[config.mk]
export PLATFORM = sky130hd
export DESIGN_NAME = network_tx_gmii_serializer
export DESIGN_NICKNAME = d
export VERILOG_FILES = /design/src/rtl/network_tx_gmii_serializer.sv
export SDC_FILE = /design/constraint.sdc
export NUM_CORES = 1
export LEC_CHECK = 0
export ABC_CLOCK_PERIOD_IN_PS = 8900
export CORE_MARGIN = 8
export CORE_UTILIZATION = 25
export CTS_BUF_LIST = sky130_fd_sc_hd__clkbuf_8
export DETAILED_ROUTE_END_ITERATION = 12
export MAX_ROUTING_LAYER = met4
export PLACE_DENSITY_LB_ADDON = 0.25
export SLEW_MARGIN = 25
export SYNTH_ARGS = -nofsm -noshare
export SYNTH_HDL_FRONTEND = slang
export SYNTH_SLANG_ARGS = --single-unit
[constraint.sdc]
create_clock -name i_clk -period 8.9 [get_ports i_clk]
set_input_delay 0.89 -clock i_clk [delete_from_list [all_inputs] [get_ports i_clk]]
set_output_delay 0.89 -clock i_clk [all_outputs]
set_load 0.005 [all_outputs]
[src/rtl/network_tx_gmii_serializer.sv]
// GMII transmit serializer: buffers 134-bit PCB words, adds preamble/SFD and enforces the inter-frame gap.
// Defining NET_TX_STAT_EN adds frame and underrun statistics counters.
module network_tx_gmii_serializer #(
    parameter int FIFO_DEPTH = 4,
    parameter int IFG_CYCLES = 12
) (
    input  logic         i_clk,
    input  logic         i_rst_n,
    input  logic [133:0] iv_pkt_data,
    input  logic         i_pkt_data_wr,
    output logic         o_pkt_rd_req,
    output logic         o_pkt_rx_valid,
    output logic         o_pkt_last_cycle_rx,
    output logic [7:0]   ov_gmii_txd,
    output logic         o_gmii_tx_en,
    output logic         o_gmii_tx_er,
    output logic         o_fifo_overflow
`ifdef NET_TX_STAT_EN
    ,
    output logic [15:0]  ov_tx_pkt_cnt,
    output logic [15:0]  ov_tx_underrun_cnt
`endif
);

    localparam int AW = $clog2(FIFO_DEPTH);
    localparam int CW = AW + 1;
    localparam logic [15:0] IFG_LAST = 16'(IFG_CYCLES - 1);

    localparam logic [2:0] IDLE_S = 3'd0;
    localparam logic [2:0] PRE_S  = 3'd1;
    localparam logic [2:0] DATA_S = 3'd2;
    localparam logic [2:0] DROP_S = 3'd3;
    localparam logic [2:0] IFG_S  = 3'd4;

    logic [133:0]  mem_r [FIFO_DEPTH];
    logic [AW-1:0] wr_ptr_r;
    logic [AW-1:0] rd_ptr_r;
    logic [CW-1:0] count_r;
    logic [CW-1:0] count_n_s;
    logic          full_s;
    logic          empty_s;
    logic          push_s;
    logic          pop_s;

    logic [133:0]  head_s;
    logic [1:0]    head_flag_s;
    logic [3:0]    last_idx_s;
    logic [7:0]    bytes_s [16];

    logic [2:0]    state_r;
    logic [2:0]    state_n_s;
    logic [15:0]   cnt_r;
    logic [15:0]   cnt_n_s;
    logic [7:0]    txd_n_s;
    logic          tx_en_n_s;
    logic          tx_er_n_s;

    logic          rd_req_r;
    logic          rx_valid_r;
    logic          last_rx_r;
    logic          overflow_r;
    logic [7:0]    txd_r;
    logic          tx_en_r;
    logic          tx_er_r;

    // Occupancy comes from the count alone, so full and empty never alias on equal pointers.
    assign full_s      = (count_r == CW'(FIFO_DEPTH));
    assign empty_s     = (count_r == {CW{1'b0}});
    assign push_s      = i_pkt_data_wr & ~full_s;
    assign head_s      = mem_r[rd_ptr_r];
    assign head_flag_s = head_s[133:132];
    assign last_idx_s  = 4'd15 - head_s[131:128];

    // Split the head entry into its 16 transmit bytes, byte 0 in the top bits.
    always_comb begin
        for (int i = 0; i < 16; i++) begin
            bytes_s[i] = head_s[127-8*i -: 8];
        end
    end

    // Next occupancy from simultaneous push/pop.
    always_comb begin
        count_n_s = count_r;
        case ({push_s, pop_s})
            2'b10:   count_n_s = count_r + CW'(1);
            2'b01:   count_n_s = count_r - CW'(1);
            default: count_n_s = count_r;
        endcase
    end

    // Word storage; contents need no reset since the pointers define validity.
    always_ff @(posedge i_clk) begin
        if (push_s) begin
            mem_r[wr_ptr_r] <= iv_pkt_data;
        end
    end

    // FIFO pointers, count and write-side strobes.
    always_ff @(posedge i_clk or negedge i_rst_n) begin
        if (!i_rst_n) begin
            wr_ptr_r   <= {AW{1'b0}};
            rd_ptr_r   <= {AW{1'b0}};
            count_r    <= {CW{1'b0}};
            rd_req_r   <= 1'b0;
            rx_valid_r <= 1'b0;
            last_rx_r  <= 1'b0;
            overflow_r <= 1'b0;
        end else begin
            if (push_s) begin
                wr_ptr_r <= wr_ptr_r + AW'(1);
            end
            if (pop_s) begin
                rd_ptr_r <= rd_ptr_r + AW'(1);
            end
            count_r    <= count_n_s;
            rd_req_r   <= (count_n_s <= CW'(FIFO_DEPTH - 2));
            rx_valid_r <= push_s;
            last_rx_r  <= push_s & iv_pkt_data[133];
            overflow_r <= overflow_r | (i_pkt_data_wr & full_s);
        end
    end

    // Serializer: decides the byte registered onto GMII this edge and the next state.
    always_comb begin
        state_n_s = state_r;
        cnt_n_s   = cnt_r;
        txd_n_s   = 8'h00;
        tx_en_n_s = 1'b0;
        tx_er_n_s = 1'b0;
        pop_s     = 1'b0;
        case (state_r)
            IDLE_S: begin
                if (!empty_s && head_flag_s[0]) begin
                    state_n_s = PRE_S;
                    cnt_n_s   = 16'd1;
                    txd_n_s   = 8'h55;
                    tx_en_n_s = 1'b1;
                end else if (!empty_s) begin
                    pop_s = 1'b1;
                end else begin
                    state_n_s = IDLE_S;
                end
            end
            PRE_S: begin
                tx_en_n_s = 1'b1;
                if (cnt_r == 16'd7) begin
                    txd_n_s   = 8'hD5;
                    state_n_s = DATA_S;
                    cnt_n_s   = 16'd0;
                end else begin
                    txd_n_s = 8'h55;
                    cnt_n_s = cnt_r + 16'd1;
                end
            end
            DATA_S: begin
                tx_en_n_s = 1'b1;
                if (empty_s) begin
                    tx_er_n_s = 1'b1;
                    state_n_s = DROP_S;
                    cnt_n_s   = 16'd0;
                end else begin
                    txd_n_s = bytes_s[cnt_r[3:0]];
                    if (head_flag_s[1] && (cnt_r[3:0] == last_idx_s)) begin
                        pop_s     = 1'b1;
                        state_n_s = IFG_S;
                        cnt_n_s   = 16'd0;
                    end else if (cnt_r[3:0] == 4'd15) begin
                        pop_s   = 1'b1;
                        cnt_n_s = 16'd0;
                    end else begin
                        cnt_n_s = cnt_r + 16'd1;
                    end
                end
            end
            DROP_S: begin
                if (!empty_s) begin
                    pop_s = 1'b1;
                    if (head_flag_s[1]) begin
                        state_n_s = IFG_S;
                        cnt_n_s   = 16'd0;
                    end else begin
                        state_n_s = DROP_S;
                    end
                end else begin
                    state_n_s = DROP_S;
                end
            end
            IFG_S: begin
                if (cnt_r >= IFG_LAST) begin
                    state_n_s = IDLE_S;
                    cnt_n_s   = 16'd0;
                end else begin
                    cnt_n_s = cnt_r + 16'd1;
                end
            end
            default: begin
                state_n_s = IDLE_S;
                cnt_n_s   = 16'd0;
            end
        endcase
    end

    // FSM state and registered GMII outputs.
    always_ff @(posedge i_clk or negedge i_rst_n) begin
        if (!i_rst_n) begin
            state_r <= IDLE_S;
            cnt_r   <= 16'd0;
            txd_r   <= 8'h00;
            tx_en_r <= 1'b0;
            tx_er_r <= 1'b0;
        end else begin
            state_r <= state_n_s;
            cnt_r   <= cnt_n_s;
            txd_r   <= txd_n_s;
            tx_en_r <= tx_en_n_s;
            tx_er_r <= tx_er_n_s;
        end
    end

`ifdef NET_TX_STAT_EN
    logic [15:0] pkt_cnt_r;
    logic [15:0] underrun_cnt_r;
    logic        pkt_done_s;
    logic        underrun_s;

    assign pkt_done_s = (state_r == DATA_S) && (state_n_s == IFG_S);
    assign underrun_s = (state_r == DATA_S) && (state_n_s == DROP_S);

    // Wrapping frame and underrun counters.
    always_ff @(posedge i_clk or negedge i_rst_n) begin
        if (!i_rst_n) begin
            pkt_cnt_r      <= 16'd0;
            underrun_cnt_r <= 16'd0;
        end else begin
            if (pkt_done_s) begin
                pkt_cnt_r <= pkt_cnt_r + 16'd1;
            end
            if (underrun_s) begin
                underrun_cnt_r <= underrun_cnt_r + 16'd1;
            end
        end
    end

    assign ov_tx_pkt_cnt      = pkt_cnt_r;
    assign ov_tx_underrun_cnt = underrun_cnt_r;
`endif

    assign o_pkt_rd_req        = rd_req_r;
    assign o_pkt_rx_valid      = rx_valid_r;
    assign o_pkt_last_cycle_rx = last_rx_r;
    assign ov_gmii_txd         = txd_r;
    assign o_gmii_tx_en        = tx_en_r;
    assign o_gmii_tx_er        = tx_er_r;
    assign o_fifo_overflow     = overflow_r;

endmodule

======== After elaboration in Yosys (flattened, before gate mapping) ========
Memory sizes are Yosys's and may differ from the RTL's.
Cells that the tools add are included.
W data, S select, Z words.
storage, ports and cells
  memories kept ........................... 1
  register bits ........................... 40
  input bits .............................. 137
  RAM bits ................................ 536
memories
  memory  words  bits a word  rd ports  clocked after Yosys merged registers in  write ports  line  RTL
  mem_r   4      134          1         0                                        1            35    logic [133:0] mem_r [FIFO_DEPTH];
operators by class
  equality and inequality tests ........... 17
  bitwise operators ....................... 6
  reduce and logical (&&, ||, !) cells .... 8
  multiplexer cells ....................... 38
  magnitude comparators ................... 3
  $add $sub $neg .......................... 6
operators by type and width
  kind                     count
  $mux W16                 8
  $pmux W16 S5             1
  $bmux W8 S4              1
  $mux W8                  4
  $mux W3                  8
  $pmux W8 S3              1
  $add A16 B1 Y16 const B  1
  $eq A16 B3 Y1 const B    1
  $ge A16 B4 Y1 const B    1
  $pmux W3 S5              1
  $mux W1                  10
  $ne A2 B2 Y1 const B     5
  $mux W7                  1
  $eq A3 B2 Y1 const B     2
  $eq A3 B3 Y1 const B     2
  $logic_not A3 Y1         2
  $ne A3 B3 Y1 const B     2
  $pmux W3 S2              1
  $ge A5 B5 Y1 const B     1
  $not A4 Y5               1
  $add A2 B1 Y2 const B    2
  $eq A4 B4 Y1             1
  $eq A4 B4 Y1 const B     1
  $reduce_and A4 Y1        1
  other kinds (16)         19

======== Depth between registers and ports, before layout ========
Gate-level depths: netlist of the first run.
An unclocked memory read counts as a cell.
  depth after elaboration ................. 10
  gate-level depth with buffers ........... 13

======== Worst setup path before layout of the first run ========
No wires, ideal clock.
  path type ............................... input to register
  from .................................... input port i_pkt_data_wr
  to ...................................... memory mem_r[0][0] (enable)
  required time ........................... 8,391 ps
  buffers on the path ..................... 0
  arrival time ............................ 4,441 ps
  cell stages on the path ................. 2
  library setup time ...................... 509 ps
  path slack .............................. 3,950 ps
  cell sequence ........................... a21boi_1 > and2_1
between the ends
  word-level cells in the longest chain between the ends .. 3
ends and longest elaborated chain
  item                           line  RTL
  start, declared                10    input logic i_pkt_data_wr,
  $and A1 B1 Y1                  69    assign push_s = i_pkt_data_wr & ~full_s;
  $mux W1                        93    if (push_s) begin
  $mux W1 (implied by the code)  94    mem_r[wr_ptr_r] <= iv_pkt_data;
  end, declared                  35
Every way passes these cells.

======== Worst setup path after layout of the first run ========
  from .................................... register rd_ptr_r[1]
  to ...................................... register rd_req_r (netlist: o_pkt_rd_req)
between the ends
  word-level cells in the longest chain between the ends .. 10
  elaborated cells between the ends (all ways) .. 13
ends and longest elaborated chain
  item                                          line  RTL
  start, declared                               37    logic [AW-1:0] rd_ptr_r;
  start signal, assigned                        102   rd_ptr_r <= {AW{1'b0}};
  start signal, assigned                        113   rd_ptr_r <= rd_ptr_r + AW'(1);
  $mem_v2 Z4 W134 *                             -
  $sub A4 B4 Y4                                 72    assign last_idx_s = 4'd15 - head_s[131:128];
  $eq A4 B4 Y1                                  163   if (head_flag_s[1] && (cnt_r[3:0] == last_idx_s)) begin
  $logic_and A1 B1 Y1                           163
  $mux W1                                       163
  $mux W1                                       157   if (empty_s) begin
  $pmux W1 S3 *                                 131   case (state_r)
  named net pop_s                               43    logic pop_s;
  $eq A2 B1 Y1 or $eq A2 B2 Y1 (tied branches)  84    case ({push_s, pop_s})
  $pmux W3 S2 *                                 84
  named net count_n_s[1]                        39    logic [CW-1:0] count_n_s;
  $le A3 B2 Y1 *                                116   rd_req_r <= (count_n_s <= CW'(FIFO_DEPTH - 2));
  end signal, assigned                          116
  end, declared                                 58    logic rd_req_r;
Mark *: on every way through the listed nets, which the timed path passes. The rest lies on a longest branch.
A chain may end at the register's enable or synchronous reset.

==> summary.txt, run 1 <==
Status = finished, final reports clean
Met3 Routed Length = 3810 um
RSZ-0062 raised after global routing = no
Most common flop cell mapped by yosys = edfxtp_1
Die height = 317 um
FFs w/ async S/R, synth = 0.0694
Final-report hold violation count = 0
Max Transition Viols Final = 0
CP arrival = 5080 ps
Pre-antenna DRT Iters = 5
Crit end category = flop
Nets = 1418
DRC viols = 0
DP HPWL = 35500 um
Sequential-to-total area share from yosys stat = 0.755
CTS Root Cell = clkbuf_8
Post-CTS Resized = 0
GRT Util Overall = 0.116
Fill count = 8689
Max layer used = met4
Startpoint types = flop
Multi-input logic area = 5200 sq um
Buf/Inv on CP = 1
Design Area, Final = 27500 sq um
Crit-path cells = buf_4 -> mux2i_1 -> mux2_2 -> o221ai_1 -> nand3_1 -> o32ai_2 -> ha_1 -> fa_1 -> mux2_2 -> a21oi_1
# hold bufs at CTS = 0
Drt total wl = 56300 um
Clk slew on worst S/H paths = 60 ps
Synth Register Bits = 576
Dpl ws = 4420 ps
Mapped Cells = 1059
H-tree depth = 3
Most frequent cells in the layout = edfxtp_1, clkdlybuf4s50_1, mux4_2
Max VDD drop = 0.000170 V
Largest stage delay, worst path = 860 ps
Met1 wire length = 23900 um
Syn_area_per_cell = 21.4 sq um
GP Congestion = 0.752
Port Buffer Count = 150
Final Util = 0.306
CTS tree = done
Power density over the cells = 315 nW/um^2
Clock Skew = 26.6 ps
Share of cells above drive strength 1 = 0.243
Critical path type = reg -> reg
Post-CTS setup buffer count = 0
Syn-to-layout area delta = 21.6%
WL/cell = 22.1 um
Grt total ovfl = 0
Min cycle time layout = 4460 ps
FP Rows = 110
ANT nets after route = 0
Critical path peak fanout = 53
Clk sinks = 576
Max Fclk = 224 MHz
Ys Warns = 0
Initial antenna violation count = 13
# IOs = 151
Max-Cap Viols = 0
Hold Slack = 292 ps
Final WS setup = 4440 ps
Largest net degree at the start of global routing = 105
Starting Density = 0.252
Final setup violation count = 0
Slew headroom = 0.343
DIE AREA = 101000 sq um
Period utilisation layout = 0.501
CORE AREA = 89900 sq um
Slew @ Worst Pin = 985 ps
Max clock buf depth = 3
Syn Nets = 1204
Most common cell after layout, fill and taps aside = edfxtp_1
Vias in the first global route = 12.1k
Mapped cell area = 22700 sq um
Clk_lat worst skew = 690 ps
Setup tns final = 0 ps
Slowest cell on crit path = dfrtp_4
DP Area = 25400 sq um
Met2 wire len = 27100 um
Storage element area = 17100 sq um
Yosys cell types = 62
Most frequent CP cell = mux2_2
Detailed Route Iter0 Violations = 661
WP data required = 9520 ps
CTS buffer count = 99
Die W = 317 um
Pleak = 0.00889 uW
Vias per cell = 4.36
CP delay by family, top = multiplexers
Post-synth EDFFs = 536
Hold WC Path Type = in -> async
First-pass GRT wire length = 82700 um
Via Count = 11.1k
## state kept, by name (all words and copies together), names as in the netlist
signal               cells
o_pkt_last_cycle_rx      1
ov_gmii_txd              8
cnt_r                   16
o_pkt_rx_valid           1
o_fifo_overflow          1
mem_r                  536
wr_ptr_r                 2
count_r                  3
rd_ptr_r                 2
o_gmii_tx_en             1
o_pkt_rd_req             1
state_r                  3
o_gmii_tx_er             1
## per-stage QoR
step | instances | total power [uW]
floorplan | 1059 | 5620
global placement | 2347 | 6410
detailed placement | 2347 | 6430
CTS | 2531 | 8880
global route | 2544 | 9160
finish | 2547 | 8680
## synthesized netlist by cell type (all sizes together), types with 2 or more instances
cell      n  area share
a22oi    11      0.0036
a211oi    6      0.0020
xnor2     4      0.0015
dfrtp    40       0.044
o221ai    3      0.0012
nand2    32      0.0053
mux2i    32       0.014
nand2b    7      0.0019
and4      2     0.00077
mux4    147        0.15
mux2      4      0.0020
and3      6      0.0017
a21oi    19      0.0045
o21ai    16      0.0035
o211ai    7      0.0023
nand4     4      0.0011
nor2b     3     0.00083
nand3    14      0.0031
inv      12      0.0020
clkbuf   15      0.0025
buf      38       0.012
or3       2     0.00055
nor2     25      0.0045
nor3     10      0.0022
o22ai     6      0.0017
edfxtp  536        0.71
and2      6      0.0017
or4       3      0.0012
a311o     3      0.0013
ha        7      0.0039
o31ai     4      0.0013
a221oi    9      0.0035
xor2      5      0.0019
nor4      3      0.0014
## cell type report
class | count | share of cell area
clock inverter | 74 | 0.0187
sequential | 576 | 0.621
antenna | 15 | 0.00136
inverter | 12 | 0.00164
tap | 1176 | 0.0534
multi-input combinational | 418 | 0.189
clock buffer | 110 | 0.0550
timing repair buffer | 166 | 0.0599
## worst paths after layout
| path | from | to | slack, ps | cells after the start |
|---|---|---|---|---|
| max | rd_ptr_r[1] | o_pkt_rd_req | 4440 | 10 |
| min in group i_clk | o_fifo_overflow | o_fifo_overflow | 470 | 1 |
| min reg2reg | o_fifo_overflow | o_fifo_overflow | 470 | 1 |
| max in group asynchronous | i_rst_n | rd_ptr_r[1] | 8100 | 2 |
| max reg2reg | rd_ptr_r[1] | o_pkt_rd_req | 4440 | 10 |
| min | i_rst_n | o_gmii_tx_er | 290 | 2 |
## where the power goes
part | internal, uW | switching [uW]
sequential | 3560 | 309
clock | 1300 | 1100
combinational | 1120 | 1290
total | 5990 | 2700
## routing by layer
metal  vias up  global-route usage
met4         0              0.0404
met5         -                   -
met1      5791               0.140
li1       4927                   -
met3        97              0.0342
met2       294               0.183
## worst register-to-register path: stages (launching register included)
cell and delay, ps:
dfrtp_4 860, buf_4 830, mux2i_1 350, mux2_2 370
o221ai_1 260, nand3_1 290, o32ai_2 310, ha_1 280
fa_1 420, mux2_2 290, a21oi_1 140
## kinds of logic (layout without fill, tap and decap cells)
| family | count (synthesis) | count (layout) | share of synthesized area |
|---|---|---|---|
| muxes | 183 | 183 | 0.163 |
| DFF | 576 | 576 | 0.755 |
| other | 0 | 15 | 0 |
| and+or+nand+nor | 122 | 122 | 0.0279 |
| xor gates and xnor gates | 9 | 9 | 0.00348 |
| buffers and inverters | 65 | 362 | 0.0165 |
| AOI/OAI and AO/OA | 96 | 96 | 0.0301 |
| adders and majority gates | 8 | 8 | 0.00475 |
No activity file was read; power rests on OpenSTA's default activity.
==> inputs of run 2 (changes only) <==
- ABC_CLOCK_PERIOD_IN_PS: 8900 -> 4700
- clock period: 8.9 -> 4.7 ns (I/O delays scaled with it)
==> summary.txt, run 2 (synthesis results as in run 1) <==
Status = finished, final reports clean
Largest stage delay, worst path = 590 ps (-270 ps)
Setup tns final = 0 ps (unchanged)
Vias per cell = 4.39 (+0.64%)
Min cycle time layout = 3550 ps (-912 ps)
Slew headroom = 0.455 (+0.112)
Die height = 317 um (unchanged)
Critical path peak fanout = 11 (-79%)
GRT Util Overall = 0.115 (-0.000373)
DP HPWL = 35800 um (+1.0%)
Nets = 1434 (+1.1%)
Slowest cell on crit path = mux4_1
R2r endpoint = o_pkt_rd_req
Starting Density = 0.252 (unchanged)
Clk slew on worst S/H paths = 60 ps (about the same)
Hold Slack = 401 ps (+109 ps)
DRC viols = 0 (unchanged)
WL/cell = 22.1 um (+0.12%)
Worst r2r src = rd_ptr_r[0]
Most common cell after layout, fill and taps aside = edfxtp_1
Syn-to-layout area delta = 21.6% (about the same)
Met1 usage = 0.145 (+0.00429)
Max reg flops = 536 (unchanged)
CP arrival = 4150 ps (-930 ps)
FP Rows = 110 (unchanged)
Largest net degree at the start of global routing = 54 (-49%)
Pre-antenna DRT Iters = 4 (-1)
Drt total wl = 56500 um (+0.27%)
DIE AREA = 101000 sq um (unchanged)
Met2 Usage GRT = 0.185 (+0.00113)
Max Transition Viols Final = 0 (unchanged)
First-pass GRT wire length = 83000 um (+0.42%)
Max-Cap Viols = 0 (unchanged)
Hold Path End = mem_r[0][69]
Power density over the cells = 595 nW/um^2 (+89%)
Vias in the first global route = 12.2k (+1.5%)
Period utilisation layout = 0.755 (+0.254)
Max VDD drop = 0.000260 V (+53%)
Worst r2r path cells = 9 (-1)
Hold WC Path Type = in -> reg
WP data required = 5300 ps (-4220 ps)
ANT nets after route = 0 (unchanged)
Reg-to-reg slack, setup = 1150 ps (-3290 ps)
CTS buffer count = 101 (+2.0%)
Final setup violation count = 0 (unchanged)
GP Congestion = 0.792 (+5.3%)
H-tree depth = 3 (unchanged)
Final-report hold violation count = 0 (unchanged)
Crit-path cells = mux4_1 -> xnor2_1 -> a211oi_1 -> nand3_1 -> o32ai_2 -> ha_1 -> fa_1 -> mux2_2 -> a21oi_1
Max clock buf depth = 3 (unchanged)
Via Count = 11.2k (+0.80%)
Startpoint types = flop
Share of cells above drive strength 1 = 0.238 (-0.00541)
GRT Max-Usage Layer = met2
CTS tree = done
Grt total ovfl = 0 (unchanged)
Clock Skew = 40.1 ps (+13.5 ps)
Post-CTS Resized = 0 (unchanged)
Initial antenna violation count = 5 (-8)
CORE AREA = 89900 sq um (unchanged)
Clk_lat worst skew = 710 ps (+20 ps)
# IOs = 151 (unchanged)
Met3 Usage GRT = 0.0265 (-0.00767)
Final Util = 0.307 (about the same)
Die W = 317 um (unchanged)
Detailed Route Iter0 Violations = 703 (+6.4%)
Crit end category = flop
CTS Root Cell = clkbuf_8
Port Buffer Count = 150 (unchanged)
RSZ-0062 raised after global routing = no
Critical path type = reg -> reg
Pleak = 0.00896 uW (+0.79%)
Max Fclk = 282 MHz (+26%)
Slew @ Worst Pin = 818 ps (-167 ps)
Hold Crit Depth = 1
Reg with most FFs = mem_r
Clk sinks = 576 (unchanged)
Critical hold path startpoint = iv_pkt_data[69]
Most frequent cells in the layout = edfxtp_1, clkdlybuf4s50_1, mux4_2
Post-CTS setup buffer count = 0 (unchanged)
[run 2: changes by cell type in the layout (fill, tap and decap cells not counted), moves of 4 or more]
| cell | previous run | this run |
|---|---|---|
| buf_4 | 14 | 25 |
| clkbuf_8 | 110 | 106 |
| clkinv_2 | 19 | 11 |
| diode_2 | 15 | 5 |
| inv_1 | 42 | 56 |
| inv_6 | 4 | 0 |
[run 2: metrics by stage]
| step | cells | power, uW | cell area [sq um] | worst slack, ps |
|---|---|---|---|---|
| 2_1_floorplan | 1059 | 10600 | 22700 | 152 |
| 3_3_place_gp | 2361 | 12300 | 25600 | 1160 |
| 3_5_place_dp | 2361 | 12300 | 25600 | 1090 |
| 4_1_cts | 2546 | 16800 | 27500 | 1080 |
| 5_1_grt | 2550 | 17300 | 27500 | 865 |
| 6_report | 2551 | 16400 | 27600 | 1150 |
[run 2: power breakdown]
part	switching, uW	internal (uW)	total [uW]
Sequential	424	6740	7160
Clock	2080	2320	4400
Combinational	2660	2180	4840
Total	5160	11200	16400
[run 2: how the worst max path moves through the flow]
stage	startpoint	end	slack, ps
2_1_floorplan	count_r[0]	mem_r[0][0]	150
6_report	rd_ptr_r[0]	o_pkt_rd_req	1150
3_5_place_dp	rd_ptr_r[0]	o_pkt_rd_req	1090
4_1_cts	rd_ptr_r[0]	o_pkt_rd_req	1080
3_3_place_gp	rd_ptr_r[0]	o_pkt_rd_req	1160
5_1_grt	rd_ptr_r[0]	o_pkt_rd_req	870
[run 2: what timing repair did]
item | 4_1_cts | 5_1_grt
hold buffers | 1 | 0
endpoints found under the setup margin | 0 | 0
hold endpoints to repair | 40 | 0
[run 2: layer usage]
metal  vias up  part of all wire
met5         -                 0
met4         0             0.020
met3        87             0.049
met2       257              0.49
met1      5914              0.44
li1       4940                 -
[run 2: layout make-up]
type	count	area [sq um]
Antenna cell	5	12.5
Clock buffer	106	1460
Clock inverter	78	478
Fill cell	8729	62300
Inverter	12	45.0
Multi-Input combinational cell	418	5200
Sequential cell	576	17100
Tap cell	1176	1470
Timing Repair Buffer	180	1770
[run 2: critical path, delay by kind of cell (launching register included)]
family,cells,cell delay (ps)
adders and majority gates,2,690
and+or+nand+nor,1,380
AOI/OAI and AO/OA,3,860
xor gates and xnor gates,1,140
muxes,2,870
DFF,1,520
